## config.mk

```make
export PLATFORM = sky130hd
export DESIGN_NAME = two_to_one_encoder_flat
export DESIGN_NICKNAME = d
export VERILOG_FILES = /design/src/rtl/two_to_one_encoder_if.sv /design/src/rtl/two_to_one_encoder.sv /design/src/flat_wrapper.sv
export SDC_FILE = /design/constraint.sdc
export NUM_CORES = 1
export LEC_CHECK = 0
export ABC_AREA = 1
export BUFFER_PORTS_ARGS = -buffer_cell sky130_fd_sc_hd__buf_2
export CAP_MARGIN = 20
export CORE_MARGIN = 2
export CORE_UTILIZATION = 30
export CTS_CLUSTER_DIAMETER = 150
export CTS_CLUSTER_SIZE = 10
export DETAILED_ROUTE_END_ITERATION = 12
export HOLD_SLACK_MARGIN = 0.03
export SLEW_MARGIN = 0
export SYNTH_ARGS = -nofsm -noshare
export SYNTH_HDL_FRONTEND = slang
export SYNTH_SLANG_ARGS = --single-unit
export TNS_END_PERCENT = 100
```

## constraint.sdc

```tcl
create_clock -name clk -period 2.3 [get_ports clk]
set_input_delay 0.115 -clock clk [delete_from_list [all_inputs] [get_ports clk]]
set_output_delay 0.115 -clock clk [all_outputs]
set_load 0.01 [all_outputs]
```

## src/rtl/two_to_one_encoder_if.sv

```systemverilog
`timescale 1ns/1ps
`default_nettype none
// ============================================================================
// Module      : two_to_one_encoder_if
// Description : Bundle for the 2:1 one-hot encoder. Carries the qualified
//               one-hot select lines, the valid/ready output handshake with
//               the encoded bit, and the error reporting signals.
//               master : drives Enable/line_0/line_1/out_ready, observes the rest
//               slave  : the encoder itself
// Revision    : 1.0  initial release
// ============================================================================
interface two_to_one_encoder_if #(
    parameter int ERR_W = 4
);
    logic             Enable;
    logic             line_0;
    logic             line_1;
    logic             out_ready;
    logic             out_valid;
    logic             code;
    logic             invalid;
    logic [ERR_W-1:0] err_count;

    modport master (
        output Enable, line_0, line_1, out_ready,
        input  out_valid, code, invalid, err_count
    );

    modport slave (
        input  Enable, line_0, line_1, out_ready,
        output out_valid, code, invalid, err_count
    );
endinterface
`default_nettype wire

```

## src/rtl/two_to_one_encoder.sv

```systemverilog
`timescale 1ns/1ps
`default_nettype none
// ============================================================================
// Module      : two_to_one_encoder
// Description : Encodes a qualified one-hot pair (line_0/line_1) into a single
//               code bit presented through a valid/ready handshake. Non-one-hot
//               (both high) inputs raise a one-cycle invalid pulse and bump a
//               saturating error counter.
// Ports       : clk  - clock, rising edge
//               rst  - asynchronous active-high reset
//               bus  - two_to_one_encoder_if.slave
//                      in : Enable, line_0, line_1, out_ready
//                      out: out_valid, code, invalid, err_count[ERR_W-1:0]
// Revision    : 1.0  initial release
// ============================================================================
module two_to_one_encoder #(
    parameter int ERR_W = 4
) (
    input  wire                        clk,
    input  wire                        rst,
    two_to_one_encoder_if.slave        bus
);

    localparam logic [0:0]       c_S_IDLE  = 1'b0;
    localparam logic [0:0]       c_S_HOLD  = 1'b1;
    localparam logic [ERR_W-1:0] c_ERR_ONE = {{(ERR_W-1){1'b0}}, 1'b1};
    localparam logic [ERR_W-1:0] c_ERR_MAX = {ERR_W{1'b1}};

    logic [0:0]       r_state;
    logic             r_code;
    logic             r_invalid;
    logic [ERR_W-1:0] r_err_count;

    logic             w_valid_in;
    logic             w_invalid_in;
    logic             w_capture;

    assign w_valid_in   = bus.Enable & (bus.line_0 ^ bus.line_1);
    assign w_invalid_in = bus.Enable & bus.line_0 & bus.line_1;

    // A capture happens from IDLE, or from HOLD when the consumer takes the
    // current code in the same cycle (back-to-back transfer).
    assign w_capture = w_valid_in & ((r_state == c_S_IDLE) | bus.out_ready);

    // Handshake FSM and code register
    always_ff @(posedge clk or posedge rst) begin
        if (rst) begin
            r_state <= c_S_IDLE;
            r_code  <= 1'b0;
        end else begin
            if (w_capture) begin
                r_code  <= bus.line_1;
                r_state <= c_S_HOLD;
            end else if ((r_state == c_S_HOLD) && bus.out_ready && !w_invalid_in) begin
                // An invalid input freezes the FSM even while out_ready is
                // high, so the held code stays presented in that cycle.
                r_state <= c_S_IDLE;
            end
        end
    end

    // Error reporting is independent of the handshake state
    always_ff @(posedge clk or posedge rst) begin
        if (rst) begin
            r_invalid   <= 1'b0;
            r_err_count <= '0;
        end else begin
            r_invalid <= w_invalid_in;
            if (w_invalid_in && (r_err_count != c_ERR_MAX)) begin
                r_err_count <= r_err_count + c_ERR_ONE;
            end
        end
    end

    assign bus.out_valid = (r_state == c_S_HOLD);
    assign bus.code      = r_code;
    assign bus.invalid   = r_invalid;
    assign bus.err_count = r_err_count;

endmodule
`default_nettype wire

```

## src/flat_wrapper.sv

```systemverilog
// flat-port wrapper written by rule: the top's interface ports become plain ports
module two_to_one_encoder_flat 
#(
    parameter int ERR_W = 4
)
  (clk, rst, bus_Enable, bus_line_0, bus_line_1, bus_out_ready, bus_out_valid, bus_code, bus_invalid, bus_err_count);
  two_to_one_encoder_if #(.ERR_W(ERR_W)) bus_i ();
  input  wire clk;
  input  wire rst;
  input wire logic [$bits(bus_i.Enable)-1:0] bus_Enable;
  input wire logic [$bits(bus_i.line_0)-1:0] bus_line_0;
  input wire logic [$bits(bus_i.line_1)-1:0] bus_line_1;
  input wire logic [$bits(bus_i.out_ready)-1:0] bus_out_ready;
  output wire logic [$bits(bus_i.out_valid)-1:0] bus_out_valid;
  output wire logic [$bits(bus_i.code)-1:0] bus_code;
  output wire logic [$bits(bus_i.invalid)-1:0] bus_invalid;
  output wire logic [$bits(bus_i.err_count)-1:0] bus_err_count;
  assign bus_i.Enable = bus_Enable;
  assign bus_i.line_0 = bus_line_0;
  assign bus_i.line_1 = bus_line_1;
  assign bus_i.out_ready = bus_out_ready;
  assign bus_out_valid = bus_i.out_valid;
  assign bus_code = bus_i.code;
  assign bus_invalid = bus_i.invalid;
  assign bus_err_count = bus_i.err_count;
  two_to_one_encoder #(.ERR_W(ERR_W)) u_core (.clk(clk), .rst(rst), .bus(bus_i));
endmodule
```

==> reports/metrics.csv, run 1 <==
stage,metric,value,unit
outcome,status,completed,
detailed_routing,wire_per_inst,8.93,um
sta,setup_tns,0,ns
cells_and_area,antennaDiodeCount,0,
die,die_h,40.5,um
clock_network,cts_resized,0,
yosys,synthCells,49,
die,start_util,31.6,%
pwr,power.share.combinational,31.6,%
pwr,netSwitchingPower,170,uW
yosys,ys_seq_elements,7,
cells_and_area,final_common_cell,nand2_1,
sta,fmax,827,MHz
pwr,leakagePower,0.305,nW
pwr,internal_power,290,uW
clock_network,worstSkewPairLatency,0.26,ns
pwr,clockPowerShare,25.1,%
sta,drv_slew,0,
clock_network,cts_buffers,3,
cells_and_area,fin_cells,81,
yosys,seq_area_frac_synth,43.8,%
setup_path,cpMostUsedCell,nand2_1,
sta,clock_skew,0.00138,ns
setup_path,critical_path_class,register to register,
min_path,hp-class,primary input to register,
yosys,yosys-top-cells-area,"dfrtp_1 (44%), nand2_1 (16%), inv_1 (7.5%), nand3_1 (5.0%), nor2_8 (5.0%)",
detailed_routing,drt-pass1-iter-count,2,
clock_network,h-tree-depth,1,
yosys,avgSynthCellArea,8.17,um^2
pwr,finalPower,460,uW
job,cap_violations,0,
clock_network,root_buffer,clkbuf_4,
pwr,switching_share,37.0,%
setup_path,cp-start-kind,register,
placement,place_congestion,0.718,
setup_path,cp.required,2.49,ns
clock_network,cts_sinks,7,
sta,rsz0062_at_grt,false,
sta,tightest_slew,0.270,ns
placement,portBuffers,12,
sta,max_slew_margin,82.0,%
yosys,yosys_warnings,0,
detailed_routing,vias_per_cell,4.35,
detailed_routing,drt_iter0_drc,2,
cells_and_area,final.fill_count,140,
detailed_routing,vias,352,
clock_network,cts_tree,done,
global_routing,grt_usage,11.6,%
cells_and_area,layout-drive-gt1-share,33.3,%
yosys,syn_area,400,um^2
placement,dp_hpwl,539,um
global_routing,antenna_found_initial,0,
die,die_area,1640,um^2
sta,hold_viol,0,
sta,period_minus_slack,1.21,ns
global_routing,overflow,0,
pwr,seq_power_share,43.3,%
yosys,synth_area_leader_cell,dfrtp_1,
sta,min_period_over_period,52.6,%
cells_and_area,nets,74,
clock_network,clockBufferDepth,2,
cells_and_area,area_growth_syn_to_layout,28.7,%
setup_path,cpMaxStageDelayCell,dfrtp_1,
clock_network,cts.clk_slew.worst_paths,0.05,ns
placement,dpl_cell_area,479,um^2
setup_path,max_stage_delay,0.43,ns
sta,finalSetupViolCount,0,
detailed_routing,wirelength,723,um
yosys,synth_cell_types,15,
global_routing,grt_first_pass_wirelength,1100,um
die,ioPinCount,13,
setup_path,path_cells,"ha_1, nand3_2, inv_1, nor2_1, nand2_1, nand2_1",
detailed_routing,drc_errors,0,
cells_and_area,finalInstanceArea,515,um^2
setup_path,arrival,1.40,ns
die,core_region_area,1270,um^2
pwr,power_density,892,nW/um^2
cells_and_area,final_cell_mix,"nand2_1 (17), buf_2 (12), inv_1 (8)",
yosys,synth_top_cell_area_share,43.8,%
global_routing,grt_pass1_vias,270,
die,die_w,40.5,um
pwr,ir_worst_vdd,0.407,mV
global_routing,grt_max_degree,8,
setup_path,path_max_fanout,6,
yosys,syn_nets,56,
placement,placed_cells,76,
clock_network,post-cts-setup-buffers,0,
clock_network,cts_hold_buf,1,
detailed_routing,antenna_left,0,
die,num_rows,13,
sta,whs,0.160,ns
setup_path,end_kind,register,
logic make-up (layout without fill, tap and decap cells):
logic type / after synthesis / count (layout) / synth area share [%]
simple gates: 29 / 29 / 38.4
buf+inv: 9 / 26 / 8.44
flops: 7 / 7 / 43.8
compound gates: 2 / 2 / 4.06
fa+ha+maj: 1 / 1 / 3.12
xor+xnor: 1 / 1 / 2.19
synthesized netlist by cell type:
cell	instances
o21bai_1	1
o21ai_2	1
nor2_8	1
inv_1	8
dfrtp_1	7
nand3_2	1
nand2_4	1
nor2_1	1
nand2_1	17
ha_1	1
nand4_1	2
nand3_1	4
inv_2	1
nand2_2	2
xnor2_1	1
state kept, by name, indices dropped and copies added, names as in the netlist:
name	flops
u_core.bus.code	1
u_core.bus.err_count	4
u_core.bus.invalid	1
u_core.bus.out_valid	1
per-stage QoR:
step           setup slack (ns)  utilization, %
2_1_floorplan              1.16               -
3_3_place_gp               1.14            37.8
3_5_place_dp               1.10            37.8
4_1_cts                    1.08            40.6
5_1_grt                   0.937            40.6
6_report                   1.09            40.6
power by group through the flow:
stage	registers (mW)	clock network [mW]	logic (mW)
after floorplan	0.212	0	0.0804
after global placement	0.199	0	0.146
after detailed placement	0.200	0	0.146
after CTS	0.198	0.120	0.148
after global routing	0.205	0.129	0.168
final	0.199	0.115	0.145
cell type report:
class / instances / area (um^2) / share of cell area, %
timing repair buffer: 13 / 70.1 / 13.6
sequential: 7 / 175 / 34.0
clock buffer: 4 / 26.3 / 5.10
multi-input combinational: 33 / 191 / 37.1
inverter: 9 / 33.8 / 6.55
tap: 15 / 18.8 / 3.64
worst max-delay path: cells and delay by family (launching register included):
| family | cells | cell delay [ns] |
|---|---|---|
| flops | 1 | 0.43 |
| simple gates | 4 | 0.42 |
| fa+ha+maj | 1 | 0.26 |
| buf+inv | 1 | 0.04 |
metal layers:
metal	global-route usage (%)	vias to the layer above	share of wire [%]
met5	0	-	0
met2	15.1	13	42
met3	5.00	3	8.2
met1	13.2	149	46
li1	-	187	-
met4	12.5	0	3.9
final timing paths:
| check | from | end | slack (ns) | cells after the start |
|---|---|---|---|---|
| hold / removal | bus_line_1 | u_core.bus.code | 0.16 | 3 |
| setup reg to reg | u_core.bus.err_count[0] | u_core.bus.err_count[3] | 1.09 | 6 |
| min in group asynchronous | rst | u_core.bus.err_count[1] | 0.33 | 3 |
| hold reg to reg | u_core.bus.out_valid | u_core.bus.out_valid | 0.53 | 2 |
| setup / recovery | u_core.bus.err_count[0] | u_core.bus.err_count[3] | 1.09 | 6 |
| max in group asynchronous | rst | u_core.bus.err_count[0] | 1.76 | 3 |
(Power assumes the default switching activity.)
==> inputs of run 2 (changes only) <==
clock period = 1.2 ns   (was 2.3 ns; I/O delays follow)
==> run 2 against run 1 <==
Against the previous run: hold slack got worse by 0.047 ns; largest cell class unchanged; maximum frequency up 12%; clock power is 80% higher; count of clock-buffer cells in the layout unchanged; global-route usage increased by 0.19 points; register-to-register slack lost 0.97 ns; final cell count increased by 2.5%.
==> reports/metrics.csv, run 2 (same netlist as run 1, synthesis figures left out) <==
stage,metric,value,unit
sta,max_slew_margin,82.5,%
setup_path,rr_startpoint,u_core.bus.err_count[0],
global_routing,grt_usage,11.8,%
sta,setup_tns,0,ns
detailed_routing,vias,349,
outcome,status,completed,
detailed_routing,vias_per_cell,4.20,
setup_path,r2r_slack,0.12,ns
clock_network,worstSkewPairLatency,0.24,ns
die,core_region_area,1270,um^2
sta,layout_setup_ws,0.121,ns
global_routing,grt_pass1_vias,302,
cells_and_area,nets,76,
setup_path,reg2reg_depth,6,
clock_network,cts_sinks,7,
sta,fmax,927,MHz
placement,dp_hpwl,576,um
pwr,internal_power,585,uW
min_path,holdPathEnd,u_core.bus.code,
cells_and_area,fin_cells,83,
pwr,switching_share,35.2,%
min_path,hp-class,primary input to register,
sta,tightest_slew,0.262,ns
pwr,ir_worst_vdd,0.969,mV
min_path,hp-start,bus_line_1,
global_routing,grt_max_degree,8,
setup_path,r2r-end,u_core.bus.err_count[0],
die,die_h,40.5,um
global_routing,antenna_found_initial,0,
die,ioPinCount,13,
sta,period_minus_slack,1.08,ns
detailed_routing,drc_errors,0,
cells_and_area,area_growth_syn_to_layout,34.4,%
setup_path,arrival,1.26,ns
sta,finalSetupViolCount,0,
global_routing,overflow,0,
sta,rsz0062_at_grt,false,
detailed_routing,antenna_left,0,
detailed_routing,wirelength,739,um
cells_and_area,antennaDiodeCount,0,
placement,place_ws,0.0480,ns
cells_and_area,final_cell_mix,"nand2_1 (17), buf_2 (12), inv_1 (8)",
setup_path,cp.required,1.39,ns
clock_network,cts_buffers,3,
cells_and_area,layout-drive-gt1-share,36.8,%
setup_path,cp-start-kind,register,
pwr,power.share.combinational,36.9,%
sta,drv_slew,0,
die,die_area,1640,um^2
detailed_routing,wire_per_inst,8.90,um
setup_path,critical_path_class,register to register,
pwr,seq_power_share,40.2,%
min_path,worstHoldPathCells,3,
placement,portBuffers,12,
setup_path,end_kind,register,
detailed_routing,drt-pass1-iter-count,4,
die,start_util,31.6,%
setup_path,path_max_fanout,3,
pwr,power_density,1680,nW/um^2
clock_network,cts_tree,done,
job,cap_violations,0,
clock_network,clockBufferDepth,2,
detailed_routing,drt_iter0_drc,4,
placement,placed_cells,78,
die,die_w,40.5,um
pwr,netSwitchingPower,318,uW
clock_network,h-tree-depth,1,
pwr,finalPower,903,uW
sta,hold_viol,0,
cells_and_area,largest_reg_flops,4,
pwr,leakagePower,0.315,nW
pwr,clockPowerShare,22.9,%
sta,clock_skew,0.000606,ns
die,num_rows,13,
sta,min_period_over_period,89.9,%
clock_network,root_buffer,clkbuf_4,
placement,place_congestion,0.682,
global_routing,grt_first_pass_wirelength,1170,um
cells_and_area,final_common_cell,nand2_1,
clock_network,cts.clk_slew.worst_paths,0.05,ns
[run 2: changes by cell type in the layout (fill, tap and decap cells not counted)]
cell    change
buf_4       +2
nor2_1      -1
nor2_4      +1
[run 2: worst max path at each step]
stage | start | endpoint | slack [ns] | cells after the start
CTS | u_core.bus.err_count[0] | u_core.bus.err_count[0] | 0.04 | 6
global route | u_core.bus.err_count[0] | u_core.bus.err_count[0] | 0.03 | 6
detailed placement | u_core.bus.err_count[0] | u_core.bus.err_count[0] | 0.05 | 6
finish | u_core.bus.err_count[0] | u_core.bus.err_count[0] | 0.12 | 6
floorplan | u_core.bus.err_count[0] | u_core.bus.err_count[3] | 0.06 | 6
global placement | u_core.bus.err_count[0] | u_core.bus.err_count[1] | 0.06 | 6
[run 2: worst max-delay path: stages, from the launching register on]
cell and delay [ns]:
dfrtp_1 0.38, ha_1 0.24, nand3_2 0.11, inv_1 0.07
nor2_4 0.11, nand2_1 0.06, nand2_1 0.05
[run 2: power groups by stage]
stage                     clock [mW]  sequential [mW]  combinational (mW)
after floorplan                    0            0.406               0.154
after detailed placement           0            0.367               0.331
after CTS                      0.221            0.364               0.335
after global placement             0            0.366               0.328
after global routing           0.241            0.372               0.386
final                          0.207            0.363               0.333
[run 2: per-stage QoR]
step	hold WS (ns)	util [%]	cell area [um^2]
6_report	0.113	42.4	538
5_1_grt	0.111	42.4	538
4_1_cts	0.108	41.8	531
3_5_place_dp	0.00404	39.0	494
3_3_place_gp	0.00764	39.0	494
2_1_floorplan	-0.137	-	400
[run 2: layout make-up]
type / count / area [um^2]
timing repair buffer: 15 / 85.1
clock buffer: 4 / 26.3
tap: 15 / 18.8
sequential: 7 / 175
inverter: 9 / 33.8
multi-input combinational: 33 / 199
fill: 131 / 731
[run 2: layer usage]
metal | global-route usage [%] | wire (um) | up-vias
li1 | - | - | 190
met1 | 12.7 | 337 | 145
met2 | 18.7 | 330 | 14
met3 | 6.67 | 71 | 0
met4 | 5.00 | 0 | 0
met5 | 0 | 0 | -
[run 2: repair_timing]
item                                    4_1_cts  5_1_grt
hold endpoints to repair                      7        0
setup buffers                                 0        0
gates resized for setup                       0        2
endpoints found under the setup margin        0        3
hold buffers                                  1        0
==> inputs of run 3 (changes only) <==
BUFFER_PORTS_ARGS = unset   (was -buffer_cell sky130_fd_sc_hd__buf_2)
DONT_BUFFER_PORTS = 1   (was unset)
==> run 3 against run 2 <==
Against the previous run: sequential power up 7.2%; largest power group unchanged; hold slack lost 0.074 ns; core utilization decreased by 2.8 points; non-clock buffer count decreased by 9; first-iteration DRC count up 100%; global-route usage rose by 0.26 points; cell area is 6.5% lower; flip-flop and latch count stayed put; largest cell class unchanged; die area stayed put; final cell count shrank 11%; routed wire length down 1.2%; critical path depth is the same.
==> reports/metrics.csv, run 3 (same netlist as run 1, synthesis figures left out) <==
stage,metric,value,unit
global_routing,grt_usage,12.0,%
setup_path,rr_startpoint,u_core.bus.err_count[0],
detailed_routing,drt_iter0_drc,8,
cells_and_area,final_common_cell,nand2_1,
global_routing,grt_max_degree,8,
global_routing,grt_pass1_vias,356,
global_routing,overflow,0,
cells_and_area,layout-drive-gt1-share,22.0,%
min_path,hp-start,bus_out_ready,
clock_network,cts_tree,done,
sta,period_minus_slack,1.09,ns
job,cap_violations,0,
outcome,status,completed,
sta,drv_slew,0,
die,start_util,31.6,%
sta,tightest_slew,0.309,ns
cells_and_area,final_cell_mix,"nand2_1 (17), inv_1 (8), dfrtp_1 (7)",
die,die_w,40.5,um
die,die_area,1640,um^2
pwr,power_density,1700,nW/um^2
setup_path,path_max_fanout,3,
setup_path,cp.required,1.38,ns
placement,place_congestion,0.744,
min_path,holdPathEnd,u_core.bus.out_valid,
pwr,leakagePower,0.275,nW
setup_path,cp-start-kind,register,
pwr,switching_share,36.2,%
sta,hold_viol,0,
setup_path,arrival,1.27,ns
pwr,internal_power,545,uW
detailed_routing,vias_per_cell,4.50,
clock_network,cts_buffers,3,
pwr,ir_worst_vdd,0.888,mV
global_routing,antenna_found_initial,0,
cells_and_area,largest_reg_flops,4,
detailed_routing,drt-pass1-iter-count,2,
sta,rsz0062_at_grt,false,
sta,clock_skew,0.00319,ns
detailed_routing,wirelength,730,um
min_path,hp-class,primary input to register,
sta,finalSetupViolCount,0,
cells_and_area,antennaDiodeCount,0,
pwr,netSwitchingPower,309,uW
pwr,clockPowerShare,24.5,%
die,num_rows,13,
clock_network,h-tree-depth,1,
setup_path,critical_path_class,register to register,
detailed_routing,wire_per_inst,9.86,um
pwr,seq_power_share,45.5,%
sta,fmax,921,MHz
setup_path,r2r-end,u_core.bus.err_count[0],
clock_network,root_buffer,clkbuf_4,
cells_and_area,area_growth_syn_to_layout,25.6,%
setup_path,r2r_slack,0.11,ns
placement,portBuffers,0,
sta,setup_tns,0,ns
die,die_h,40.5,um
die,ioPinCount,13,
global_routing,grt_first_pass_wirelength,1240,um
setup_path,end_kind,register,
cells_and_area,nets,67,
clock_network,cts.clk_slew.worst_paths,0.05,ns
sta,max_slew_margin,79.4,%
pwr,power.share.combinational,29.9,%
detailed_routing,antenna_left,0,
clock_network,cts_sinks,7,
detailed_routing,vias,333,
setup_path,reg2reg_depth,6,
min_path,worstHoldPathCells,3,
sta,min_period_over_period,90.5,%
clock_network,worstSkewPairLatency,0.25,ns
placement,dp_hpwl,547,um
cells_and_area,final_core_util,39.6,%
detailed_routing,drc_errors,0,
clock_network,clockBufferDepth,2,
die,core_region_area,1270,um^2
==> run 3: changes by cell type in the layout (fill, tap and decap cells not counted), sizes merged <==
cell	change
buf	-12
dlygate4sd3	+3
==> run 3: metrics by stage <==
stage | cell area, um^2 | setup WS (ns) | instances | hold slack (ns) | total power [mW]
final | 503 | 0.114 | 74 | 0.0399 | 0.854
after CTS | 500 | 0.0460 | 74 | 0.0399 | 0.871
after global placement | 434 | 0.0671 | 66 | -0.0909 | 0.631
after floorplan | 400 | 0.0639 | 49 | -0.137 | 0.560
after global routing | 503 | 0.00229 | 74 | 0.0556 | 0.942
after detailed placement | 434 | 0.0571 | 66 | -0.0984 | 0.635
==> run 3: final cells by class <==
class	count	area, um^2
sequential	7	175
timing repair buffer	6	55.1
inverter	9	33.8
clock buffer	4	26.3
tap	15	18.8
fill	135	766
multi-input combinational	33	194
==> run 3: worst max-delay path: stages, from the launching register on <==
cell and delay [ns]:
dfrtp_1 0.37, ha_1 0.23, nand3_2 0.11, inv_1 0.06, nor2_2 0.13, nand2_1 0.07, nand2_1 0.05
==> run 3: how the worst max path moves through the flow <==
| stage | slack, ns | from | endpoint | cells past startpoint |
|---|---|---|---|---|
| final | 0.11 | u_core.bus.err_count[0] | u_core.bus.err_count[0] | 6 |
| after global routing | 0.002 | u_core.bus.err_count[0] | u_core.bus.err_count[0] | 6 |
| after CTS | 0.05 | u_core.bus.err_count[0] | u_core.bus.err_count[0] | 6 |
| after detailed placement | 0.06 | u_core.bus.err_count[0] | u_core.bus.err_count[3] | 6 |
| after global placement | 0.07 | u_core.bus.err_count[0] | u_core.bus.err_count[3] | 6 |
| after floorplan | 0.06 | u_core.bus.err_count[0] | u_core.bus.err_count[3] | 6 |
==> run 3: timing repair <==
item	4_1_cts	5_1_grt
hold buffers	4	0
endpoints found under the hold margin	10	0
resized for setup	0	1
setup buffers	0	0
endpoints found under the setup margin	0	3
==> run 3: metal layers <==
layer	global-route usage, %	wire length (um)	vias up
met5	0	0	-
met4	2.50	0	0
met3	10.6	92	0
met2	20.6	320	17
met1	10.4	317	146
li1	-	-	170
==> run 3: power groups by stage <==
stage / combinational, mW / sequential, mW / clock, mW
5_1_grt: 0.300 / 0.399 / 0.243
2_1_floorplan: 0.154 / 0.406 / 0
3_5_place_dp: 0.240 / 0.395 / 0
4_1_cts: 0.258 / 0.390 / 0.223
6_report: 0.256 / 0.389 / 0.209
3_3_place_gp: 0.239 / 0.392 / 0
